**src/rtl/ecc_pkg.sv**
```systemverilog
// Shared sizing, codeword position mapping and flag type for the SECDED pipeline.
// Define ECC_SECDED_DED_EN to add the overall-parity bit and double-error detection.
package ecc_pkg;

  typedef struct packed {
    logic sbe;
    logic dbe;
  } ecc_flags_t;

  function automatic int calc_p(input int data_w);
    int p;
    p = 0;
    for (int k = 7; k >= 1; k--) begin
      if ((1 << k) >= data_w + k + 1) p = k;
    end
    return p;
  endfunction

  function automatic int calc_chk_w(input int data_w);
`ifdef ECC_SECDED_DED_EN
    return calc_p(data_w) + 1;
`else
    return calc_p(data_w);
`endif
  endfunction

  // Codeword position -> data bit index; -1 for check-bit positions (powers of two).
  function automatic int pos_to_idx(input int pos);
    int n_chk;
    int idx;
    n_chk = 0;
    idx   = -1;
    for (int k = 0; k < 8; k++) begin
      if ((1 << k) <= pos) n_chk++;
    end
    if (pos >= 3 && (pos & (pos - 1)) != 0) idx = pos - n_chk - 1;
    return idx;
  endfunction

  function automatic int idx_to_pos(input int idx);
    int pos;
    pos = 0;
    for (int p = 1; p < 128; p++) begin
      if (pos == 0 && pos_to_idx(p) == idx) pos = p;
    end
    return pos;
  endfunction

endpackage

```
**src/rtl/ecc_hamming_syn.sv**
```systemverilog
// Combinational Hamming syndrome (recomputed checks XOR received) and, when
// ECC_SECDED_DED_EN is defined, parity over data plus received Hamming bits.
module ecc_hamming_syn
  import ecc_pkg::*;
#(
  parameter  int DATA_W = 32,
  localparam int P      = calc_p(DATA_W)
) (
  input  logic [DATA_W-1:0] i_data,
  input  logic [P-1:0]      i_ham,
`ifdef ECC_SECDED_DED_EN
  output logic              o_par,
`endif
  output logic [P-1:0]      o_syn
);

  logic [P-1:0] w_chk;

  for (genvar gi = 0; gi < P; gi++) begin : g_chk
    logic [DATA_W-1:0] w_mask;
    for (genvar gd = 0; gd < DATA_W; gd++) begin : g_mask
      localparam int POS = idx_to_pos(gd);
      assign w_mask[gd] = POS[gi];
    end
    assign w_chk[gi] = ^(i_data & w_mask);
  end

  assign o_syn = w_chk ^ i_ham;

`ifdef ECC_SECDED_DED_EN
  assign o_par = (^i_data) ^ (^i_ham);
`endif

endmodule

```
**src/rtl/ecc_secded_pipe.sv**
```systemverilog
// Two-stage SECDED decoder with valid/ready flow control and saturating error counters.
// ECC_SECDED_DED_EN builds the overall-parity bit, DED classification and dbe_cnt.
module ecc_secded_pipe
  import ecc_pkg::*;
#(
  parameter  int DATA_W = 32,
  parameter  int CNT_W  = 16,
  localparam int P      = calc_p(DATA_W),
  localparam int CHK_W  = calc_chk_w(DATA_W)
) (
  input  logic              clk,
  input  logic              rst,
  input  logic              in_valid,
  output logic              in_ready,
  input  logic [DATA_W-1:0] in_data,
  input  logic [CHK_W-1:0]  in_chk,
  input  logic              in_en,
  output logic              out_valid,
  input  logic              out_ready,
  output logic [DATA_W-1:0] out_data,
  output logic [P-1:0]      out_syn,
  output logic              out_sbe,
  output logic              out_dbe,
  input  logic              cnt_clr,
  output logic [CNT_W-1:0]  sbe_cnt,
  output logic [CNT_W-1:0]  dbe_cnt
);

  logic [P-1:0]      w_syn;
  logic              w_s1_adv, w_s2_adv, w_out_xfer;
  logic              r_s1_valid, r_s1_en;
  logic [DATA_W-1:0] r_s1_data;
  logic [P-1:0]      r_s1_syn;
  logic              r_s2_valid;
  logic [DATA_W-1:0] r_s2_data;
  logic [P-1:0]      r_s2_syn;
  ecc_flags_t        r_s2_flags;
  logic [DATA_W-1:0] w_flip, w_corr;
  ecc_flags_t        w_flags;
  logic [CNT_W-1:0]  r_sbe_cnt;
`ifdef ECC_SECDED_DED_EN
  logic              w_par, w_pm, r_s1_pm;
  logic [CNT_W-1:0]  r_dbe_cnt;
`endif

  assign w_s2_adv   = !r_s2_valid || out_ready;
  assign w_s1_adv   = !r_s1_valid || w_s2_adv;
  assign in_ready   = w_s1_adv;
  assign w_out_xfer = r_s2_valid && out_ready;

  ecc_hamming_syn #(.DATA_W(DATA_W)) u_syn (
    .i_data (in_data),
    .i_ham  (in_chk[P-1:0]),
`ifdef ECC_SECDED_DED_EN
    .o_par  (w_par),
`endif
    .o_syn  (w_syn)
  );

`ifdef ECC_SECDED_DED_EN
  assign w_pm = w_par ^ in_chk[P];
`endif

  always_ff @(posedge clk or posedge rst) begin
    if (rst) begin
      r_s1_valid <= 1'b0;
      r_s1_en    <= 1'b0;
      r_s1_data  <= '0;
      r_s1_syn   <= '0;
`ifdef ECC_SECDED_DED_EN
      r_s1_pm    <= 1'b0;
`endif
    end else if (w_s1_adv) begin
      r_s1_valid <= in_valid;
      if (in_valid) begin
        r_s1_en   <= in_en;
        r_s1_data <= in_data;
        r_s1_syn  <= w_syn;
`ifdef ECC_SECDED_DED_EN
        r_s1_pm   <= w_pm;
`endif
      end
    end
  end

  // One-hot flip mask: only a syndrome naming a data position selects a bit.
  for (genvar gi = 1; gi <= DATA_W + P; gi++) begin : g_flip
    localparam int IDX = pos_to_idx(gi);
    if (IDX >= 0) begin : g_data
      assign w_flip[IDX] = (r_s1_syn == P'(gi));
    end
  end

  always_comb begin
    w_flags = '0;
    w_corr  = r_s1_data;
    if (r_s1_en) begin
`ifdef ECC_SECDED_DED_EN
      if (r_s1_pm) begin
        if (r_s1_syn > P'(DATA_W + P)) begin
          w_flags.dbe = 1'b1;
        end else begin
          w_flags.sbe = 1'b1;
          w_corr      = r_s1_data ^ w_flip;
        end
      end else if (r_s1_syn != '0) begin
        w_flags.dbe = 1'b1;
      end
`else
      if (r_s1_syn != '0) begin
        w_flags.sbe = 1'b1;
        w_corr      = r_s1_data ^ w_flip;
      end
`endif
    end
  end

  always_ff @(posedge clk or posedge rst) begin
    if (rst) begin
      r_s2_valid <= 1'b0;
      r_s2_data  <= '0;
      r_s2_syn   <= '0;
      r_s2_flags <= '0;
    end else if (w_s2_adv) begin
      r_s2_valid <= r_s1_valid;
      if (r_s1_valid) begin
        r_s2_data  <= w_corr;
        r_s2_syn   <= r_s1_syn;
        r_s2_flags <= w_flags;
      end
    end
  end

  always_ff @(posedge clk or posedge rst) begin
    if (rst) begin
      r_sbe_cnt <= '0;
    end else if (cnt_clr) begin
      r_sbe_cnt <= '0;
    end else if (w_out_xfer && r_s2_flags.sbe && r_sbe_cnt != '1) begin
      r_sbe_cnt <= r_sbe_cnt + CNT_W'(1);
    end
  end

`ifdef ECC_SECDED_DED_EN
  always_ff @(posedge clk or posedge rst) begin
    if (rst) begin
      r_dbe_cnt <= '0;
    end else if (cnt_clr) begin
      r_dbe_cnt <= '0;
    end else if (w_out_xfer && r_s2_flags.dbe && r_dbe_cnt != '1) begin
      r_dbe_cnt <= r_dbe_cnt + CNT_W'(1);
    end
  end
  assign dbe_cnt = r_dbe_cnt;
`else
  assign dbe_cnt = '0;
`endif

  assign out_valid = r_s2_valid;
  assign out_data  = r_s2_data;
  assign out_syn   = r_s2_syn;
  assign out_sbe   = r_s2_flags.sbe;
  assign out_dbe   = r_s2_flags.dbe;
  assign sbe_cnt   = r_sbe_cnt;

endmodule

```
**config.mk**
```make
export PLATFORM = sky130hd
export DESIGN_NAME = ecc_secded_pipe
export DESIGN_NICKNAME = d
export VERILOG_FILES = /design/src/rtl/ecc_pkg.sv /design/src/rtl/ecc_hamming_syn.sv /design/src/rtl/ecc_secded_pipe.sv
export SDC_FILE = /design/constraint.sdc
export NUM_CORES = 1
export LEC_CHECK = 0
export ABC_CLOCK_PERIOD_IN_PS = 8450
export CORE_AREA = 2 2 160 84
export CTS_BUF_LIST = sky130_fd_sc_hd__clkbuf_4
export DETAILED_ROUTE_END_ITERATION = 8
export DIE_AREA = 0 0 162 86
export PLACE_DENSITY = 0.67
export SYNTH_ARGS = -nofsm -noshare
export SYNTH_HDL_FRONTEND = slang
export SYNTH_SLANG_ARGS = --single-unit
```
**constraint.sdc**
```tcl
create_clock -name clk -period 8.45 [get_ports clk]
set_input_delay 1.2675 -clock clk [delete_from_list [all_inputs] [get_ports clk]]
set_output_delay 1.2675 -clock clk [all_outputs]
set_load 0.05 [all_outputs]
```
# After elaboration in Yosys (flattened, before gate mapping)
# Index checks and enable logic that the tools add are counted.
dict set report word_totals {
  regBits 96
  latchBits 0
  ram_bits 0
  mem_bits_ro 0
  out_inout_bits 74
  memories 0
}
dict set report op_classes {
  n_addsub 1
  n_mul 0
  n_div 0
  order_cmp 0
  eq_ne 33
  n_shift 0
  muxes 6
  bitwise 2
  n_reduce_logical 17
}
# operator count
set op_table {}
lappend op_table {{32-bit XOR reduction} 6}
lappend op_table {{6-bit by 5-bit == test with 1-bit output, second input constant} 15}
lappend op_table {{32-bit two-way mux} 2}
lappend op_table {{6-bit by 4-bit == test with 1-bit output, second input constant} 7}
lappend op_table {{6-bit == test, second input constant} 6}
lappend op_table {{16-bit two-way mux} 2}
lappend op_table {{32-bit XOR} 1}
lappend op_table {{6-bit by 3-bit == test with 1-bit output, second input constant} 3}
lappend op_table {{16-bit by 1-bit adder with 16-bit output, second input constant} 1}
lappend op_table {{16-bit != test, second input constant} 1}
lappend op_table {{6-bit by 2-bit == test with 1-bit output, second input constant} 1}
lappend op_table {{6-bit nonzero test} 1}
lappend op_table {{6-bit XOR} 1}
lappend op_table {{2-bit AND reduction} 2}
lappend op_table {{1-bit logical AND} 3}
lappend op_table {{1-bit zero test} 2}
lappend op_table {{1-bit logical OR} 2}
lappend op_table {{1-bit two-way mux} 2}
lappend op_table {{2-bit nonzero test} 1}

# Longest topological paths before layout
dict set report depth {
  word_depth 5
  ltp_mapped 6
  mapped_depth_nobuf 6
}

# Hierarchy
# A second synthesis with hierarchy kept.
dict set report unflattened {
  hier_cells 473
  area_unflattened_um2 5157.4
}
# module n_inst cells_each area_per_inst_um2
set modules_own_cells {}
lappend modules_own_cells {ecc_secded_pipe 1 413 4576.9}
lappend modules_own_cells {ecc_hamming_syn 1 60 580.6}

# Worst setup path before layout
# Ideal clock, no wire load.
dict set report synth_timing {
  path_type {input port to flip-flop}
  startpoint {input out_ready}
  endpoint {register r_s1_data[0]}
  setup_ps 125
  arrival_ps 2922
  required_ps 8325
  setup_slack_ps 5403
  path_stages 4
  path_cell_list {nand3b_1 -> nand2_1 -> clkbuf_1 -> mux2_2}
}
dict set report synth_between {
  elab_chain_len 3
}
# item line
set synth_lines {}
lappend synth_lines {{from (decl)} ecc_secded_pipe.sv:19} ;# input logic out_ready,
lappend synth_lines {{1-bit logical OR} ecc_secded_pipe.sv:46} ;# assign w_s2_adv = !r_s2_valid || out_ready;
lappend synth_lines {{1-bit logical OR} ecc_secded_pipe.sv:47} ;# assign w_s1_adv = !r_s1_valid || w_s2_adv;
lappend synth_lines {{2-bit AND reduction (no source line)} -}
lappend synth_lines {{to (signal assigned)} ecc_secded_pipe.sv:77} ;# r_s1_data <= in_data;
lappend synth_lines {{to (decl)} ecc_secded_pipe.sv:32} ;# logic [DATA_W-1:0] r_s1_data;
# Every way passes these cells.
# A chain may end at the register's enable or synchronous reset.

# Worst setup path after layout
dict set report layout_timing {
  startpoint {input out_ready}
  endpoint {output in_ready}
}
dict set report layout_between {
  elab_chain_len 2
}
# item line
set layout_lines {}
lappend layout_lines {{1-bit logical OR} ecc_secded_pipe.sv:46}
lappend layout_lines {{1-bit logical OR} ecc_secded_pipe.sv:47}
lappend layout_lines {{to (decl)} ecc_secded_pipe.sv:14} ;# output logic in_ready,
# Every way passes these cells.

==> metrics.cfg <==
[critical_path]
crit_type=primary input to primary output
crit_chain=clkdlybuf4s50_1 -> nand3b_1 -> clkdlybuf4s50_1
cp_max_fo=3
critPathSlowestCell=clkdlybuf4s50_1
end_kind=primary output
crit_end=in_ready
cp-start-kind=primary input
path_common_cell=clkdlybuf4s50_1
r2r-start=r_s1_syn[4]$_DFFE_PP0P_
cp_num_buf_inv=2
required_ns=7.18
crit_path_max_incr_delay_ns=0.81
critPathLaunch=out_ready
path_depth=3
r2r-end=out_data[6]$_DFFE_PP0P_
path_delay_family=buffers and inverters
reg2reg_slack_ns=6.50
crit_arrival_ns=2.72
worst-r2r-cell-count=5

[clock_network]
cts_hold_buf=0
cts_resized=0
clock_latency_ns=0.45
clock-root-buffer=clkbuf_4
cts.sinks=96
cts_tree=done
cts_made_buffers=9
htreeDepth=3
path_clk_slew_ns=0.13
cts_buffer_depth=2
postCtsSetupBuffers=0

[floorplan]
die_w_um=162
ioPinCount=118
start_util_pct=40.43
core-area_um2=12410
die_area_um2=13930
num_rows=29
dieHeight_um=86

[yosys]
syn_inst=476
syn_area_um2=5017
synth_top_family_by_area=XOR/XNOR gates
synth_adder_area_share_pct=0.2494
yosys-top-cells-area=dfrtp_1 48%, xnor2_1 13%, mux2_2 8.8%
ys_warn_count=0
yosys.area_share.simple_pct=13.84
yosys.area.top_type_share_pct=47.88
yosysTopAreaCell=dfrtp_1
synth.area.mux_share_pct=8.953
synth-xor-area-share_pct=19.70
synth.yosys.seq_area_share_pct=47.88
synth-compound-area-share_pct=5.012
synthDistinctLibCells=37
avgSynthCellArea_um2=10.54
ys_seq_elements=96

[power]
p_per_area_nw_per_um2=248.3
power_uw=1558
p_leak_uw=0.002403
ir_worst_vdd_v=0.0001547

[timing]
grt_setup_unrepaired=no
skew_ns=0.01541
fmax_mhz=250.7
post-route-period-util_pct=47.20
worst_pin_slew_ns=0.8746
fin_setup_tns_ns=0
drv_slew=0
relSlewSlack_pct=41.69
hold_violations=0
period_needed_ns=3.988
setup_viol_count_final=0

[cells_and_area]
final_common_cell=clkdlybuf4s50_1
areaGrowthSynthToFinish_pct=25.06
drive_gt1_share_pct=11.50
layout.cells.non_filler=744
mostFrequentLayoutCells=100 x clkdlybuf4s50_1, 96 x dfrtp_1, 76 x xnor2_1, 64 x nor2_1, 39 x mux2_2
multi_input_area_um2=2461
n_antenna_cell=0
regArea_um2=2402
nNetsFinal=615
fillers=1130
fin_util_pct=50.56

[drt]
first_pass_iters=4
wl_um=12460
wire_per_inst_um=16.74
vias_per_cell=4.867
drc=0
ant_nets=0
vias=3621
drtIter0Drc=192

[job]
cap_violations=0

[grt]
grt_pass1_vias=3577
overflow=0
grtUsageTotal_pct=18.54
grt_max_degree=73
grt_pass1_wl_um=19550
antenna_found_initial=0

[placement]
hpwl_um=9487
numPortBuffers=100
gp_congestion=0.8651
dp_cells=729

[worst_hold_path]
hold_path.class=register to register
whs_path_depth=1

[status]
run_status=finished, final reports clean

[stage by stage]
step,cell area (um2),hold slack [ns],worst slack (ns)
2_1_floorplan,5077,0.4490,4.677
3_3_place_gp,6117,0.4667,4.472
3_5_place_dp,6117,0.4839,4.463
4_1_cts,6275,0.5278,4.453
5_1_grt,6275,0.5537,4.401
6_report,6275,0.5230,4.462
[final cells by class]
| cell class | count | share of cell area, % |
|---|---|---|
| Clock buffer | 10 | 1.196 |
| Clock inverter | 5 | 1.316 |
| Inverter | 4 | 0.2792 |
| Multi-Input combinational cell | 356 | 39.22 |
| Sequential cell | 96 | 38.29 |
| Tap cell | 170 | 3.390 |
| Timing Repair Buffer | 103 | 16.31 |
[sequential cells by signal (all words and copies together) (netlist names)]
| signal | cells |
|---|---|
| r_s1_data | 32 |
| sbe_cnt | 16 |
| r_s1_syn | 6 |
| out_syn | 6 |
| out_sbe | 1 |
| out_valid | 1 |
| out_data | 32 |
| r_s1_valid | 1 |
| r_s1_en | 1 |
[how the worst min path moves through the flow]
stage / from / slack (ns) / end
finish: r_s1_valid$_DFFE_PP0P_ / 0.52 / out_valid$_DFFE_PP0P_
global placement: r_s1_valid$_DFFE_PP0P_ / 0.47 / out_valid$_DFFE_PP0P_
floorplan: r_s1_valid$_DFFE_PP0P_ / 0.45 / out_valid$_DFFE_PP0P_
CTS: r_s1_valid$_DFFE_PP0P_ / 0.53 / out_valid$_DFFE_PP0P_
detailed placement: r_s1_valid$_DFFE_PP0P_ / 0.48 / out_valid$_DFFE_PP0P_
global route: r_s1_valid$_DFFE_PP0P_ / 0.55 / out_valid$_DFFE_PP0P_
[layer usage]
layer,track usage (%),share of wire (%),vias to the layer above
met3,4.739,7.1,11
met5,0,0,-
li1,-,-,1733
met1,28.50,51,1760
met2,25.88,41,117
met4,4.505,1.1,0
[logic make-up (layout without fill, tap and decap cells)]
family	Yosys count	count (layout)
simple gates	146	146
xor+xnor	105	105
flops	96	96
compound gates	47	47
mux	40	40
buf+inv	40	122
fa+ha+maj	1	1
other cells	1	17
[cell usage after synthesis, drive strengths merged]
library cell,instances
dfrtp,96
xnor2,76
nor2,64
mux2,39
a21oi,34
nand2,26
buf,24
xor2,24
nand3,17
clkbuf,12
nor3,9
o21ai,7
nand2b,6
xnor3,5
a211oi,4
inv,4
nor3b,4
nor4,4
nand4,3
nor2b,3
and3b,2
nand3b,2
or2,2
and2,1
and4,1
conb,1
ha,1
mux2i,1
o311ai,1
o31ai,1
or3,1
or4,1
[power by group]
group	internal [uW]	switching, uW
sequential	548	91.1
clock	122	154
combinational	253	390
No activity file was read; power rests on OpenSTA's default activity.
